**src/rtl/chan_blk_reader.sv**
```systemverilog
// Round-robin block reader: pulls one framed block (control word + L payload words)
// at a time from NCH channel sources and forwards it as a sop/eop-qualified stream.
module chan_blk_reader #(
  parameter int NCH    = 16,
  parameter int CHBASE = 0
) (
  input  logic              clk,
  input  logic              rst_n,
  input  logic [NCH-1:0]    req,
  input  logic [16*NCH-1:0] din,
  output logic [NCH-1:0]    ack,
  output logic [15:0]       out_data,
  output logic              out_valid,
  input  logic              out_ready,
  output logic              out_sop,
  output logic              out_eop,
  output logic              err_cw,
  output logic [15:0]       err_cnt,
  output logic              busy
);

  localparam int IW = (NCH > 1) ? $clog2(NCH) : 1;

  typedef enum logic [2:0] {
    S_IDLE,
    S_SETTLE,
    S_HDR,
    S_GAP,
    S_DATA,
    S_DONE
  } state_t;

  state_t        state_q, state_d;
  logic [IW-1:0] rr_q, rr_d;
  logic [IW-1:0] g_q, g_d;
  logic [8:0]    rem_q, rem_d;
  logic          busy_q, busy_d;
  logic [15:0]   out_data_q, out_data_d;
  logic          out_valid_q, out_valid_d;
  logic          out_sop_q, out_sop_d;
  logic          out_eop_q, out_eop_d;
  logic          err_cw_q, err_cw_d;
  logic [15:0]   err_cnt_q, err_cnt_d;

  logic          ack_en;
  logic          any_req, hi_found;
  logic [IW-1:0] hi_idx, lo_idx;
  logic [15:0]   cur_word;
  logic [5:0]    exp_ch;
  logic          cw_ok;
  logic          slot_free;

  // Lowest requester at/above the pointer wins; otherwise wrap to the lowest overall.
  always_comb begin
    any_req  = 1'b0;
    hi_found = 1'b0;
    hi_idx   = '0;
    lo_idx   = '0;
    for (int k = NCH - 1; k >= 0; k--) begin
      if (req[k]) begin
        any_req = 1'b1;
        lo_idx  = IW'(k);
        if (IW'(k) >= rr_q) begin
          hi_found = 1'b1;
          hi_idx   = IW'(k);
        end
      end
    end
  end

  // Select is the registered grant, so the mux is stable from SETTLE onwards.
  always_comb begin
    cur_word = '0;
    for (int k = 0; k < NCH; k++) begin
      if (IW'(k) == g_q) cur_word = din[16*k +: 16];
    end
  end

  always_comb begin
    ack = '0;
    for (int k = 0; k < NCH; k++) begin
      if (IW'(k) == g_q) ack[k] = ack_en;
    end
  end

  assign exp_ch    = 6'(CHBASE) + 6'(g_q);
  assign cw_ok     = cur_word[15] && (cur_word[14:9] == exp_ch);
  assign slot_free = !out_valid_q || out_ready;

  always_comb begin
    state_d     = state_q;
    rr_d        = rr_q;
    g_d         = g_q;
    rem_d       = rem_q;
    busy_d      = busy_q;
    out_data_d  = out_data_q;
    out_valid_d = out_valid_q && !out_ready;
    out_sop_d   = out_sop_q;
    out_eop_d   = out_eop_q;
    err_cw_d    = 1'b0;
    err_cnt_d   = err_cnt_q;
    ack_en      = 1'b0;

    case (state_q)
      S_IDLE: begin
        if (any_req) begin
          g_d     = hi_found ? hi_idx : lo_idx;
          busy_d  = 1'b1;
          state_d = S_SETTLE;
        end
      end
      S_SETTLE: state_d = S_HDR;
      S_HDR: begin
        if (slot_free) begin
          ack_en = 1'b1;
          if (cw_ok) begin
            out_data_d  = cur_word;
            out_valid_d = 1'b1;
            out_sop_d   = 1'b1;
            out_eop_d   = (cur_word[8:0] == 9'd0);
            rem_d       = cur_word[8:0];
            state_d     = (cur_word[8:0] == 9'd0) ? S_DONE : S_GAP;
          end else begin
            // Bad control word is consumed and dropped; the next attempt reads the following word.
            err_cw_d = 1'b1;
            if (err_cnt_q != 16'hFFFF) err_cnt_d = err_cnt_q + 16'd1;
            state_d = S_DONE;
          end
        end
      end
      S_GAP: state_d = S_DATA;
      S_DATA: begin
        if (slot_free) begin
          ack_en      = 1'b1;
          out_data_d  = cur_word;
          out_valid_d = 1'b1;
          out_sop_d   = 1'b0;
          out_eop_d   = (rem_q == 9'd1);
          rem_d       = rem_q - 9'd1;
          state_d     = (rem_q == 9'd1) ? S_DONE : S_GAP;
        end
      end
      S_DONE: begin
        rr_d    = (g_q == IW'(NCH - 1)) ? '0 : g_q + 1'b1;
        busy_d  = 1'b0;
        state_d = S_IDLE;
      end
      default: state_d = S_IDLE;
    endcase
  end

  always_ff @(posedge clk or negedge rst_n) begin
    if (!rst_n) begin
      state_q     <= S_IDLE;
      rr_q        <= '0;
      g_q         <= '0;
      rem_q       <= '0;
      busy_q      <= 1'b0;
      out_data_q  <= '0;
      out_valid_q <= 1'b0;
      out_sop_q   <= 1'b0;
      out_eop_q   <= 1'b0;
      err_cw_q    <= 1'b0;
      err_cnt_q   <= '0;
    end else begin
      state_q     <= state_d;
      rr_q        <= rr_d;
      g_q         <= g_d;
      rem_q       <= rem_d;
      busy_q      <= busy_d;
      out_data_q  <= out_data_d;
      out_valid_q <= out_valid_d;
      out_sop_q   <= out_sop_d;
      out_eop_q   <= out_eop_d;
      err_cw_q    <= err_cw_d;
      err_cnt_q   <= err_cnt_d;
    end
  end

  assign out_data  = out_data_q;
  assign out_valid = out_valid_q;
  assign out_sop   = out_sop_q;
  assign out_eop   = out_eop_q;
  assign err_cw    = err_cw_q;
  assign err_cnt   = err_cnt_q;
  assign busy      = busy_q;

endmodule

```
**config.mk**
```make
export PLATFORM = sky130hd
export DESIGN_NAME = chan_blk_reader
export DESIGN_NICKNAME = d
export VERILOG_FILES = /design/src/rtl/chan_blk_reader.sv
export SDC_FILE = /design/constraint.sdc
export NUM_CORES = 1
export LEC_CHECK = 0
export ABC_AREA = 0
export CAP_MARGIN = 20
export CORE_MARGIN = 5
export CORE_UTILIZATION = 40
export CTS_CLUSTER_DIAMETER = 150
export DETAILED_ROUTE_END_ITERATION = 7
export PLACE_DENSITY = 0.77
export SLEW_MARGIN = 20
export SYNTH_ARGS = -nofsm -noshare
export SYNTH_HDL_FRONTEND = slang
export SYNTH_SLANG_ARGS = --single-unit
```
**constraint.sdc**
```tcl
create_clock -name clk -period 4.15 [get_ports clk]
set_clock_uncertainty 0.15 [all_clocks]
set_input_delay 0.83 -clock clk [delete_from_list [all_inputs] [get_ports clk]]
set_output_delay 0.83 -clock clk [all_outputs]
set_load 0.03 [all_outputs]
```
# After elaboration in Yosys (flattened, before gate mapping)
# Cells that the tools add are included.
totals:
  ff_bits: 57
  inputBits: 275
  output_inout_bits: 53
  wordCells: 239
op_classes:
  add_sub_neg: 3
  order_cmp: 16
  eq_ne: 28
  muxes: 164
  n_bitwise: 1
  n_reduce_logical: 16
ops:
  columns: ["operator", "n"]
  rows:
  - ["16-bit two-way mux", 19]
  - ["4-bit two-way mux", 50]
  - ["1-bit two-way mux", 79]
  - ["4-bit equality test, first input constant", 8]
  - ["4-bit greater-or-equal comparator, first input constant", 8]
  - ["16-bit case mux with 2 select lines", 1]
  - ["9-bit two-way mux", 3]
  - ["3-bit two-way mux", 6]
  - ["9-bit case mux with 2 select lines", 1]
  - ["16-bit by 1-bit adder with 16-bit output, second input constant", 1]
  - ["3-bit by 4-bit equality test with 1-bit output, first input constant", 4]
  - ["3-bit by 4-bit greater-or-equal comparator with 1-bit output, first input constant", 4]
  - ["16-bit inequality test, second input constant", 1]
  - ["3-bit case mux with 5 select lines", 1]
  - ["9-bit by 1-bit equality test with 1-bit output, second input constant", 1]
  - ["9-bit logical NOT", 1]
  - ["9-bit by 1-bit subtractor with 9-bit output, second input constant", 1]
  - ["2-bit by 4-bit equality test with 1-bit output, first input constant", 2]
  - ["1-bit by 4-bit greater-or-equal comparator with 1-bit output, first input constant", 2]
  - ["2-bit by 4-bit greater-or-equal comparator with 1-bit output, first input constant", 2]
  - ["2-bit inequality test, second input constant", 4]
  - ["1-bit case mux with 2 select lines", 4]
  - ["4-bit AND reduction", 2]
  - ["3-bit by 2-bit equality test with 1-bit output, second input constant", 2]
  - ["other kinds (16)", 21]

# Longest topological paths before layout
depth:
  depth_word: 34
  ltp_mapped: 16
  depth_no_buf: 11

# Least setup slack after synthesis
# OpenSTA, ideal clock, no wires.
synth_timing:
  path_kind: "register to register"
  start: "register g_q[0]"
  end: "register out_data_q[11] (netlist: out_data[11])"
  setup_time_ps: 125
  t_arrival_ps: 3129
  required_ps: 3875
  path_slack_ps: 746
  path_stages_with_launch: 16
  path_buffers: 5
  synth_period_minus_slack_ps: 3404
  path_cell_list: "dfrtp_1 inv_1 ha_1 buf_2 buf_4 buf_4 a221o_1 a31oi_1 o2111ai_1 a32oi_1 nand4_4 o31ai_4 and2_1 buf_6 buf_12 mux2_4"
synth_via:
  elab_chain_cells: 21
  elab_cells_between_ends: 40
  classes_between: "17 x eq/ne; 20 x mux; 3 x reduce/logical"
synth_rtl:
  columns: ["item", "line", "text"]
  rows:
  - ["start, declared", "35", "logic [IW-1:0] g_q, g_d;"]
  - ["start signal, assigned", "168", "g_q <= g_d;"]
  - ["4-bit logical NOT", "75", "if (IW'(k) == g_q) cur_word = din[16*k +: 16];"]
  - ["16-bit two-way mux (16 in a row)", "75", null]
  - ["6-bit by 4-bit equality test with 1-bit output", "87", "assign cw_ok = cur_word[15] && (cur_word[14:9] == exp_ch);"]
  - ["1-bit logical AND", "87", null]
  - ["2-bit inequality test (no source line)", null, null]
  - ["4-bit AND reduction (no source line)", null, null]
  - ["end signal, assigned", "171", "out_data_q <= out_data_d;"]
  - ["end, declared", "38", "logic [15:0] out_data_q, out_data_d;"]
# Several ways; a longest one is shown, not always the timed one. The select of a mux whose other input is x is not followed.
# A chain may end at the register's enable or synchronous reset.

# Worst setup path after layout
layout_timing:
  start: "register g_q[0]"
  end: "register out_data_q[0] (netlist: out_data[0])"
# The elaborated chain is that of the path after synthesis.

==> results by group <==
Setup path
  • CP Max Fanout: 23
  • Type of the worst setup path: register to register
  • Reg-to-Reg End: out_data[0]
  • CP Launch Type: register
  • Crit path DAT: between 4000 and 5000 ps
  • Setup slack, reg-to-reg: approximately 200 ps
  • R2R depth: 12
  • Reg-to-reg startpoint: g_q[0]
  • Critical Path Sink Type: register
  • Critical path endpoint: out_data[0]
  • CP startpoint: g_q[0]
  • Worst EP required: ~4200 ps

Pwr
  • Leakage: 4.05 nW
  • VDD IR max: about 0.00041 V
  • Power per cell area: around 660 mW/mm^2
  • Tot Pwr: 0.00695 W

Timing
  • Final WS setup: slightly below 200 ps
  • Final critical-path required period: 3950 ps
  • Fin crit share: 0.952
  • RSZ-0062 raised after global routing: no
  • Max Freq: 253 MHz
  • Final Setup Violations: 0
  • Slew Viols, Final: 0
  • Slew @ Worst Pin: ~1000 ps
  • Total negative slack: 0 ps
  • Fin. Hold Viols: 0
  • Max_slew headroom: 0.317

CTS
  • Worst-Skew Late Latency: around 320 ps
  • Post-CTS Setup Inserts: 0
  • Htree depth: 3
  • Root Buffer: clkbuf_16
  • CTS max path bufs: 2
  • # resized after CTS: 0
  • Worst-path clk slew: 50 ps
  • CTS tree: built
  • Post-CTS Hold Fix Bufs: 0
  • Clock sink count: 57
  • Total CTS buffers: 9

Routing
  • Vias: slightly below 9000
  • DRC Markers: 0
  • Post-Route WL: 35300 microns
  • DRT Pass-1 Iters: 6
  • Initial DRC count: between 1000 and 1500
  • Number of vias per cell: a little over 6
  • WL per Instance: 25.0 microns
  • Antenna Nets Post-Route: 0

Place
  • Post-Place Worst Slack: 256 ps
  • Post-DP HPWL: around 28000 microns
  • Placement Cell Area: roughly 0.010 sq mm
  • IO buf count: roughly 330
  • GPL Wtd Cong: ~1.0

Synth
  • Post-synthesis mux area share: 0.0498
  • Yosys reg bits: 57
  • Post-synth cell types: 86
  • XOR/XNOR share of the synthesized area: 0.0200
  • Top FF cell, synth: dfrtp_1
  • Mapped Cells: between 800 and 900
  • Seq/Total Area, Yosys: 0.218
  • Synth Area in Simple Gates: 0.240
  • Post-Synth Adder-Cell Area: 0.0134
  • Largest family of logic cells by synthesized area: compound AO/OA/AOI/OAI gates
  • Synth Cell Area: about 0.0066 sq mm
  • Compound-gate portion of the synthesized area: 0.377
  • Ys async rst share: 1.00
  • Synthesized net count: approximately 1200
  • Syn_area_per_cell: around 7.5 sq um
  • Syn. warnings: 0
  • Post-synth EDFFs: 0

Layout
  • Final-layout fill cell count: 1434
  • Storage cell area: between 0.001 and 0.0015 sq mm
  • Layout cells sized above 1: 0.102
  • Post-route cell area: roughly 0.010 sq mm
  • Post-layout nets: approximately 1500
  • Layout area overhead: 59.8%
  • Area of the multi-input gates: between 0.004 and 0.005 sq mm

Die
  • Die ar.: 0.0190 sq mm
  • DIE HEIGHT: roughly 140 microns
  • Starting Density: 0.410
  • Num ports: roughly 330
  • Core ar.: 0.0160 sq mm
  • Die X: 138 microns
  • Row count: 46

Global routing
  • Initial antenna violation count: 7
  • GR Util All Layers: 0.349
  • First-pass GRT wire length: about 53000 microns
  • Pin count of the biggest net entering global routing: 40
  • Grt total ovfl: 0
  • Vias in the first global route: roughly 8600

Min path
  • Hold Path Origin: err_cnt[7]
  • Hold Path Cell Cnt: 1
  • Hold crit path type: register to register

Flow run
  • Max-capacitance violation count: 0

Status
  • Status: finished, final reports clean
## area by class of cell
type                    count  share of cell area
flip-flops and latches     57               0.136
inverters                  32              0.0115
repair buffers            374               0.351
clock buffers              12              0.0254
multi-input cells         711               0.439
clock inverters             4             0.00932
well taps                 216              0.0258
diodes                      5             0.00119
## cells in the mapped netlist, drive strengths merged (5+ instances only)
library cell	count	area [sq um]
a21oi	86	430
nand2	83	314
nor2	67	262
o21ai	61	309
dfrtp	57	1430
buf	49	340
o22ai	35	219
inv	32	120
nor3	27	150
nand3	22	115
nor2b	22	138
clkbuf	21	78.8
nand2b	21	139
a221oi	17	161
mux2	16	206
o221ai	15	131
mux2i	12	120
xor2	12	105
a22oi	10	75.1
and2	10	62.6
o211ai	10	75.1
a211oi	9	72.6
a221o	9	90.1
nand3b	9	67.6
o2bb2ai	9	78.8
a22o	8	70.1
and3	8	50.1
ha	7	87.6
nand4	7	58.8
nor4	7	43.8
o21a	7	52.6
a211o	6	52.6
a21o	6	45.0
a2bb2oi	6	52.6
a31oi	6	37.5
o22a	6	52.6
o31ai	6	58.8
a21boi	5	37.5
nor3b	5	42.5
o311ai	5	43.8
or2	5	31.3
## per-layer routing
metal | wire length (microns) | up-vias | track usage
met3 | 3460 | 112 | 0.0731
li1 | - | 3951 | -
met4 | 1860 | 4 | 0.154
met5 | 23 | - | 0
met2 | 15900 | 572 | 0.553
met1 | 14000 | 4129 | 0.459
## worst max-delay path: stages, from the launching register on
cell and delay, ps:
dfrtp_1 460, inv_1 170, ha_1 210, nor2b_1 670
a221o_1 260, a31oi_1 110, o2bb2ai_1 370, mux2i_1 280
nand3_2 180, o31ai_4 210, and2_1 200, buf_12 210
mux2_2 350
## flip-flops by register name (all words and copies together), names as in the netlist
register	cells
err_cnt	16
out_data	16
rem_q	9
g_q	4
rr_q	4
state_q	3
busy	1
err_cw	1
out_eop	1
out_sop	1
out_valid	1
## cell families (layout without fill, tap and decap cells)
group,after synthesis,after routing
compound gates,355,355
simple gates,306,306
buf+inv,102,422
flops,57,57
mux,28,28
xor+xnor,15,15
fa+ha+maj,7,7
other cells,0,5
## report_power, final
group	internal [W]	total, W	switching, W
clock network	0.000635	0.000886	0.000251
registers	0.000762	0.00104	0.000280
logic	0.00206	0.00502	0.00295
total	0.00346	0.00695	0.00348
## placed cells by master, fill, tap and decap left out, types with 6 or more instances in the layout
cell,Yosys,final
a211o_1,6,6
a211oi_1,8,8
a21o_1,6,6
a21oi_1,86,86
a221o_1,9,9
a221oi_1,15,15
a22o_1,8,8
a22oi_1,10,10
a2bb2oi_1,6,6
a31oi_1,6,6
and2_1,9,9
and3_1,8,8
buf_12,1,7
buf_4,8,51
clkbuf_16,0,9
clkdlybuf4s50_1,0,315
dfrtp_1,57,56
inv_1,32,32
mux2_2,8,8
mux2_4,7,7
mux2i_1,12,12
nand2_1,82,82
nand2b_1,20,20
nand3_1,21,21
nand3b_1,9,9
nand4_1,6,6
nor2_1,65,65
nor2b_1,22,22
nor3_1,24,24
nor4_1,7,7
o211ai_1,10,10
o21a_1,7,7
o21ai_0,55,55
o221ai_1,15,15
o22a_1,6,6
o22ai_1,35,35
o2bb2ai_1,9,9
xor2_1,12,12
## worst min path at each step
stage,endpoint,slack [ps]
6_report,err_cnt[7],360
5_1_grt,out_data[2],380
4_1_cts,rem_q[7],360
3_5_place_dp,rem_q[7],340
3_3_place_gp,err_cnt[7],340
2_1_floorplan,rem_q[7],320
## per-stage QoR
stage	utilization	hold WS, ps	instances
after floorplan	-	317	870
after global placement	0.631	337	1390
after detailed placement	0.631	337	1390
after CTS	0.654	357	1406
after global routing	0.655	383	1411
final	0.655	361	1411
(Power assumes the default switching activity.)
